File: src/rtl/de_pipe_ctrl_if.sv
// de_pipe_ctrl_if: decode-stage inputs, execute-stage register outputs and
// upstream stall/bubble requests of the D/E pipeline register.
// master = decode/front-end side, slave = the D/E register itself.

`ifndef DE_PIPE_DEFS
`define DE_PIPE_DEFS
`define RNONE 5'h1f
`define INOP  6'h3f
`define IADDI 6'h08
`define ILW   6'h23
`endif

interface de_pipe_ctrl_if #(parameter int XLEN = 32);
   logic [5:0]      d_op;
   logic [4:0]      d_srcA;
   logic [4:0]      d_srcB;
   logic [4:0]      d_dstE;
   logic [4:0]      d_dstM;
   logic [XLEN-1:0] d_valA;
   logic [XLEN-1:0] d_valB;
   logic [XLEN-1:0] d_imm;
   logic [XLEN-1:0] d_pc;
   logic            d_valid;
   logic            mispredict;
   logic            m_stall;

   logic [5:0]      E_op;
   logic [4:0]      E_dstE;
   logic [4:0]      E_dstM;
   logic [XLEN-1:0] E_valA;
   logic [XLEN-1:0] E_valB;
   logic [XLEN-1:0] E_imm;
   logic [XLEN-1:0] E_pc;
   logic            E_valid;

   logic            F_stall;
   logic            D_stall;
   logic            D_bubble;

   modport master (
      output d_op, d_srcA, d_srcB, d_dstE, d_dstM, d_valA, d_valB, d_imm, d_pc,
             d_valid, mispredict, m_stall,
      input  E_op, E_dstE, E_dstM, E_valA, E_valB, E_imm, E_pc, E_valid,
             F_stall, D_stall, D_bubble
   );

   modport slave (
      input  d_op, d_srcA, d_srcB, d_dstE, d_dstM, d_valA, d_valB, d_imm, d_pc,
             d_valid, mispredict, m_stall,
      output E_op, E_dstE, E_dstM, E_valA, E_valB, E_imm, E_pc, E_valid,
             F_stall, D_stall, D_bubble
   );
endinterface

File: src/rtl/de_pipe_ctrl.sv
// de_pipe_ctrl: Decode-to-Execute pipeline register with local hazard control.
// Detects load-use hazards against the load sitting in E, and resolves
// memory freeze > mispredict > load-use when deciding what E captures.
// Optional macro DE_PERF_CNT_EN adds a saturating bubble_cnt output counting
// bubbles caused by mispredict or load-use.

`ifndef DE_PIPE_DEFS
`define DE_PIPE_DEFS
`define RNONE 5'h1f
`define INOP  6'h3f
`define IADDI 6'h08
`define ILW   6'h23
`endif

module de_pipe_ctrl #(
   parameter int XLEN = 32
`ifdef DE_PERF_CNT_EN
   , parameter int CNT_W = 16
`endif
) (
   input  logic          clk,
   input  logic          rst_n,
   de_pipe_ctrl_if.slave bus
`ifdef DE_PERF_CNT_EN
   , output logic [CNT_W-1:0] bubble_cnt
`endif
);

   localparam logic [XLEN-1:0] ZERO = '0;

   logic load_use;
   logic kill;

   // Load-use: a real load in E writes a real register that the D instruction reads
   always_comb begin
      load_use = 1'b0;
      if (bus.d_valid && bus.E_valid &&
          bus.E_dstM != `RNONE && bus.E_dstM != 5'd0 &&
          (bus.E_dstM == bus.d_srcA || bus.E_dstM == bus.d_srcB))
         load_use = 1'b1;
   end

   // Upstream requests and E-side kill; memory freeze beats mispredict beats load-use
   always_comb begin
      bus.F_stall  = 1'b0;
      bus.D_stall  = 1'b0;
      bus.D_bubble = 1'b0;
      kill         = 1'b0;
      if (bus.m_stall) begin
         bus.F_stall = 1'b1;
         bus.D_stall = 1'b1;
      end else if (bus.mispredict) begin
         bus.D_bubble = 1'b1;
         kill         = 1'b1;
      end else if (load_use) begin
         bus.F_stall = 1'b1;
         bus.D_stall = 1'b1;
         kill        = 1'b1;
      end
   end

   // D/E register: hold on freeze, bubble on kill or empty D slot, otherwise capture D
   always_ff @(posedge clk or negedge rst_n) begin
      if (!rst_n) begin
         bus.E_op    <= `INOP;
         bus.E_dstE  <= `RNONE;
         bus.E_dstM  <= `RNONE;
         bus.E_valA  <= ZERO;
         bus.E_valB  <= ZERO;
         bus.E_imm   <= ZERO;
         bus.E_pc    <= ZERO;
         bus.E_valid <= 1'b0;
      end else if (bus.m_stall) begin
         bus.E_valid <= bus.E_valid;
      end else if (kill || !bus.d_valid) begin
         bus.E_op    <= `INOP;
         bus.E_dstE  <= `RNONE;
         bus.E_dstM  <= `RNONE;
         bus.E_valA  <= ZERO;
         bus.E_valB  <= ZERO;
         bus.E_imm   <= ZERO;
         bus.E_pc    <= ZERO;
         bus.E_valid <= 1'b0;
      end else begin
         bus.E_op    <= bus.d_op;
         bus.E_dstE  <= bus.d_dstE;
         bus.E_dstM  <= bus.d_dstM;
         bus.E_valA  <= bus.d_valA;
         bus.E_valB  <= bus.d_valB;
         bus.E_imm   <= bus.d_imm;
         bus.E_pc    <= bus.d_pc;
         bus.E_valid <= 1'b1;
      end
   end

`ifdef DE_PERF_CNT_EN
   // Count bubbles injected by mispredict or load-use, sticking at all-ones
   always_ff @(posedge clk or negedge rst_n) begin
      if (!rst_n)
         bubble_cnt <= '0;
      else if (kill && bubble_cnt != {CNT_W{1'b1}})
         bubble_cnt <= bubble_cnt + 1'b1;
   end
`endif

endmodule

File: src/flat_wrapper.sv
// flat-port wrapper written by rule: the top's interface ports become plain ports
module de_pipe_ctrl_flat 
#(
   parameter int XLEN = 32

)
  (clk, rst_n, bus_d_op, bus_d_srcA, bus_d_srcB, bus_d_dstE, bus_d_dstM, bus_d_valA, bus_d_valB, bus_d_imm, bus_d_pc, bus_d_valid, bus_mispredict, bus_m_stall, bus_E_op, bus_E_dstE, bus_E_dstM, bus_E_valA, bus_E_valB, bus_E_imm, bus_E_pc, bus_E_valid, bus_F_stall, bus_D_stall, bus_D_bubble);
  de_pipe_ctrl_if #(.XLEN(XLEN)) bus_i ();
  input  logic clk;
  input  logic rst_n;
  input wire logic [$bits(bus_i.d_op)-1:0] bus_d_op;
  input wire logic [$bits(bus_i.d_srcA)-1:0] bus_d_srcA;
  input wire logic [$bits(bus_i.d_srcB)-1:0] bus_d_srcB;
  input wire logic [$bits(bus_i.d_dstE)-1:0] bus_d_dstE;
  input wire logic [$bits(bus_i.d_dstM)-1:0] bus_d_dstM;
  input wire logic [$bits(bus_i.d_valA)-1:0] bus_d_valA;
  input wire logic [$bits(bus_i.d_valB)-1:0] bus_d_valB;
  input wire logic [$bits(bus_i.d_imm)-1:0] bus_d_imm;
  input wire logic [$bits(bus_i.d_pc)-1:0] bus_d_pc;
  input wire logic [$bits(bus_i.d_valid)-1:0] bus_d_valid;
  input wire logic [$bits(bus_i.mispredict)-1:0] bus_mispredict;
  input wire logic [$bits(bus_i.m_stall)-1:0] bus_m_stall;
  output wire logic [$bits(bus_i.E_op)-1:0] bus_E_op;
  output wire logic [$bits(bus_i.E_dstE)-1:0] bus_E_dstE;
  output wire logic [$bits(bus_i.E_dstM)-1:0] bus_E_dstM;
  output wire logic [$bits(bus_i.E_valA)-1:0] bus_E_valA;
  output wire logic [$bits(bus_i.E_valB)-1:0] bus_E_valB;
  output wire logic [$bits(bus_i.E_imm)-1:0] bus_E_imm;
  output wire logic [$bits(bus_i.E_pc)-1:0] bus_E_pc;
  output wire logic [$bits(bus_i.E_valid)-1:0] bus_E_valid;
  output wire logic [$bits(bus_i.F_stall)-1:0] bus_F_stall;
  output wire logic [$bits(bus_i.D_stall)-1:0] bus_D_stall;
  output wire logic [$bits(bus_i.D_bubble)-1:0] bus_D_bubble;
  assign bus_i.d_op = bus_d_op;
  assign bus_i.d_srcA = bus_d_srcA;
  assign bus_i.d_srcB = bus_d_srcB;
  assign bus_i.d_dstE = bus_d_dstE;
  assign bus_i.d_dstM = bus_d_dstM;
  assign bus_i.d_valA = bus_d_valA;
  assign bus_i.d_valB = bus_d_valB;
  assign bus_i.d_imm = bus_d_imm;
  assign bus_i.d_pc = bus_d_pc;
  assign bus_i.d_valid = bus_d_valid;
  assign bus_i.mispredict = bus_mispredict;
  assign bus_i.m_stall = bus_m_stall;
  assign bus_E_op = bus_i.E_op;
  assign bus_E_dstE = bus_i.E_dstE;
  assign bus_E_dstM = bus_i.E_dstM;
  assign bus_E_valA = bus_i.E_valA;
  assign bus_E_valB = bus_i.E_valB;
  assign bus_E_imm = bus_i.E_imm;
  assign bus_E_pc = bus_i.E_pc;
  assign bus_E_valid = bus_i.E_valid;
  assign bus_F_stall = bus_i.F_stall;
  assign bus_D_stall = bus_i.D_stall;
  assign bus_D_bubble = bus_i.D_bubble;
  de_pipe_ctrl #(.XLEN(XLEN)) u_core (.clk(clk), .rst_n(rst_n), .bus(bus_i));
endmodule
File: config.mk
export PLATFORM = sky130hd
export DESIGN_NAME = de_pipe_ctrl_flat
export DESIGN_NICKNAME = d
export VERILOG_FILES = /design/src/rtl/de_pipe_ctrl_if.sv /design/src/rtl/de_pipe_ctrl.sv /design/src/flat_wrapper.sv
export SDC_FILE = /design/constraint.sdc
export NUM_CORES = 1
export LEC_CHECK = 0
export CAP_MARGIN = 20
export CORE_ASPECT_RATIO = 0.7
export CORE_MARGIN = 5
export CORE_UTILIZATION = 41
export CTS_BUF_LIST = sky130_fd_sc_hd__clkbuf_8 sky130_fd_sc_hd__clkbuf_16
export DETAILED_ROUTE_END_ITERATION = 10
export PLACE_DENSITY = 0.86
export SETUP_SLACK_MARGIN = 0.1
export SLEW_MARGIN = 10
export SYNTH_ARGS = -nofsm -noshare
export SYNTH_HDL_FRONTEND = slang
export SYNTH_SLANG_ARGS = --single-unit
File: constraint.sdc
create_clock -name clk -period 3.6 [get_ports clk]
set_input_delay 0.9 -clock clk [delete_from_list [all_inputs] [get_ports clk]]
set_output_delay 0.9 -clock clk [all_outputs]
set_load 0.1 [all_outputs]
==> flow_summary.yaml <==
synthesis:
  ys_ff_latch: 145
  synthCells: 379
  yosysSeqAreaShare_pct: 68.3
  syn_area_um2: 5340
  synth_cell_type_count: 20
  ys_warn_count: 0
  syn_avg_cell_area_um2: 14.1
  syn_nets: 538
placed_design:
  gp_congestion: 0.807
  io_buffers: 306
  hpwl_um: 12300
clock_tree:
  insertion_delay_ns: 0.40
  cts_tree: "yes"
  cts_buffers: 17
  cts.htree.levels: 4
  clockBufferDepth: 2
  cts_sinks: 145
  postCtsSetupBuffers: 0
  cts_resized: 0
  clkSlewWorstSetupHoldPaths_ns: 0.06
  holdBufCountCts: 0
  cts-root-buf: "clkbuf_16"
setup_path:
  crit_type: "in2out"
  worst_setup_path_end_kind: "output pin"
  worstPathRequired_ns: 2.70
  cp.arrival_ns: 2.50
  cp-start-kind: "input pin"
  cp_max_fo: 2
power:
  peakVddDrop_v: 0.000305
  power_leakage_nw: 4.28
  power_density_nw_per_um2: 547
sta:
  worstMarginPinSlew_ns: 0.971
  setup_tns_ns: 0
  rsz0062_at_grt: "no"
  slew_headroom_pct: 35.1
  setup_viol: 0
  fin_skew_ns: 0.0111
  fin_crit_sh_pct: 94.5
  period_minus_slack_ns: 3.40
  finalHoldViolations: 0
  fin_hold_ws_ns: 0.439
  finalMaxSlewViolations: 0
  fmax_ghz: 0.294
final_layout:
  multi_input_area_um2: 1510
  nFillCells: 897
  regArea_um2: 3660
  post-route-util_pct: 70.3
  drive_above_1_share_pct: 29.1
  final_nets: 836
  diodes: 0
  synthToLayoutAreaGrowth_pct: 65.9
route:
  wl_met2_um: 8300
  routed_wl_um: 16600
  drtIter0Drc: 179
  viasPerCell: 5.15
  wl_met1_um: 6750
  wl_met3_um: 1130
  top_layer: "met4"
  wl_per_cell_um: 19.5
  remaining_drc_errors: 0
  final_antenna_net_count: 0
  routed-via-count: 4389
  firstDrtPassIters: 4
die:
  start_util_pct: 42.4
  die_area_um2: 15400
  die_w_um: 146
  ios: 307
  die_h_um: 105
  num_rows: 34
  coreArea_um2: 12600
min_path:
  hold_path_class: "in2async"
status:
  outcome: "completed"
global_route:
  antenna_found_initial: 0
  grt.total_usage_pct: 21.4
  grt_pass1_wl_um: 26400
  grt_pass1_vias: 4707
  grt_start_max_net_pins: 83
  grt-ovfl-total: 0
flow_run:
  cap_violations: 0
-- cell type report --
class                      count  area share (%)
inverter                      17           0.721
multi-input combinational    185            17.0
clock buffer                  17            4.80
tap                          162            2.29
timing repair buffer         311            31.7
sequential                   145            41.4
clock inverter                15            2.08
-- cells in the mapped netlist --
| master | number | area share [%] |
|---|---|---|
| inv_1 | 17 | 1.2 |
| nand2_1 | 4 | 0.28 |
| buf_2 | 6 | 0.56 |
| o21bai_1 | 1 | 0.14 |
| o22ai_1 | 1 | 0.12 |
| nor2_1 | 1 | 0.070 |
| dfrtp_1 | 129 | 60 |
| a21o_1 | 1 | 0.14 |
| a311oi_1 | 1 | 0.16 |
| and3_1 | 1 | 0.12 |
| nand3_1 | 2 | 0.19 |
| clkbuf_1 | 25 | 1.8 |
| a22o_1 | 128 | 21 |
| or4_1 | 1 | 0.14 |
| dfstp_2 | 16 | 7.9 |
| a21oi_1 | 16 | 1.5 |
| buf_4 | 1 | 0.14 |
| a2111oi_4 | 1 | 0.52 |
| xnor2_1 | 10 | 1.6 |
| nor2b_1 | 17 | 2.0 |
-- metal layers --
layer | up-vias | GRT usage (%)
met2 | 217 | 36.4
li1 | 1997 | -
met1 | 2144 | 26.3
met5 | - | 0
met4 | 0 | 8.12
met3 | 31 | 5.79
-- worst max-delay path, cell delays in order --
cell	delay, ns
clkdlybuf4s50_1	0.48
nand2_1	0.05
a311oi_1	0.46
nand2_1	0.18
o21bai_4	0.23
buf_12	0.20
-- per-stage QoR --
stage          instance area (µm²)  cells  worst slack (ns)  power [W]
2_1_floorplan                 5370    379             0.121    0.00264
3_3_place_gp                  8250    820             0.221    0.00306
3_5_place_dp                  8250    820             0.196    0.00308
4_1_cts                       8850    852             0.190    0.00489
5_1_grt                       8850    852             0.115    0.00501
6_report                      8850    852             0.197    0.00484
-- cell usage in the layout (no fill, tap or decap), drive strengths merged --
| cell | count |
|---|---|
| nand2 | 4 |
| dfrtp | 129 |
| buf | 153 |
| inv | 24 |
| nand3 | 2 |
| a21oi | 16 |
| a2111oi | 1 |
| dfstp | 16 |
| o22ai | 1 |
| nor2b | 17 |
| or4 | 1 |
| a22o | 128 |
| clkinv | 2 |
| a311oi | 1 |
| xnor2 | 10 |
| o21bai | 1 |
| nor2 | 1 |
| a21o | 1 |
| clkinvlp | 3 |
| and3 | 1 |
| clkdlybuf4s50 | 158 |
| clkbuf | 17 |
| bufinv | 3 |
-- path summary, 6_finish.rpt --
check                                           start                     to  slack (ns)  cells after the start
worst max-delay path                      bus_d_valid            bus_D_stall        0.20                      6
worst min-delay path                            rst_n  u_core.bus.E_valA[14]        0.44                      1
worst max register to register   u_core.bus.E_dstM[2]    u_core.bus.E_imm[2]        1.11                      6
max in group asynchronous                       rst_n   u_core.bus.E_dstE[4]        2.33                      2
min in group clk                u_core.bus.E_valA[15]  u_core.bus.E_valA[15]        0.51                      1
worst min register to register  u_core.bus.E_valA[15]  u_core.bus.E_valA[15]        0.51                      1
-- kinds of logic (layout without fill, tap and decap cells) --
family	count (synthesis)	after routing	synth area share [%]
buf+inv	49	360	3.66
xor+xnor	10	10	1.64
flops	145	145	68.3
simple gates	26	26	2.79
compound gates	149	149	23.6
-- state kept, by name (all words and copies together) (netlist names) --
signal	count
u_core.bus.E_op	6
u_core.bus.E_valA	32
u_core.bus.E_dstM	5
u_core.bus.E_valB	32
u_core.bus.E_imm	32
u_core.bus.E_valid	1
u_core.bus.E_dstE	5
u_core.bus.E_pc	32
-- where the power goes --
part	switching [W]	internal, W	leakage, nW
clock network	0.000696	0.00110	0.295
logic	0.000890	0.000360	2.07
registers	0.0000633	0.00173	1.91
total	0.00165	0.00319	4.28
Note: power is estimated with default switching activity, not from simulation.
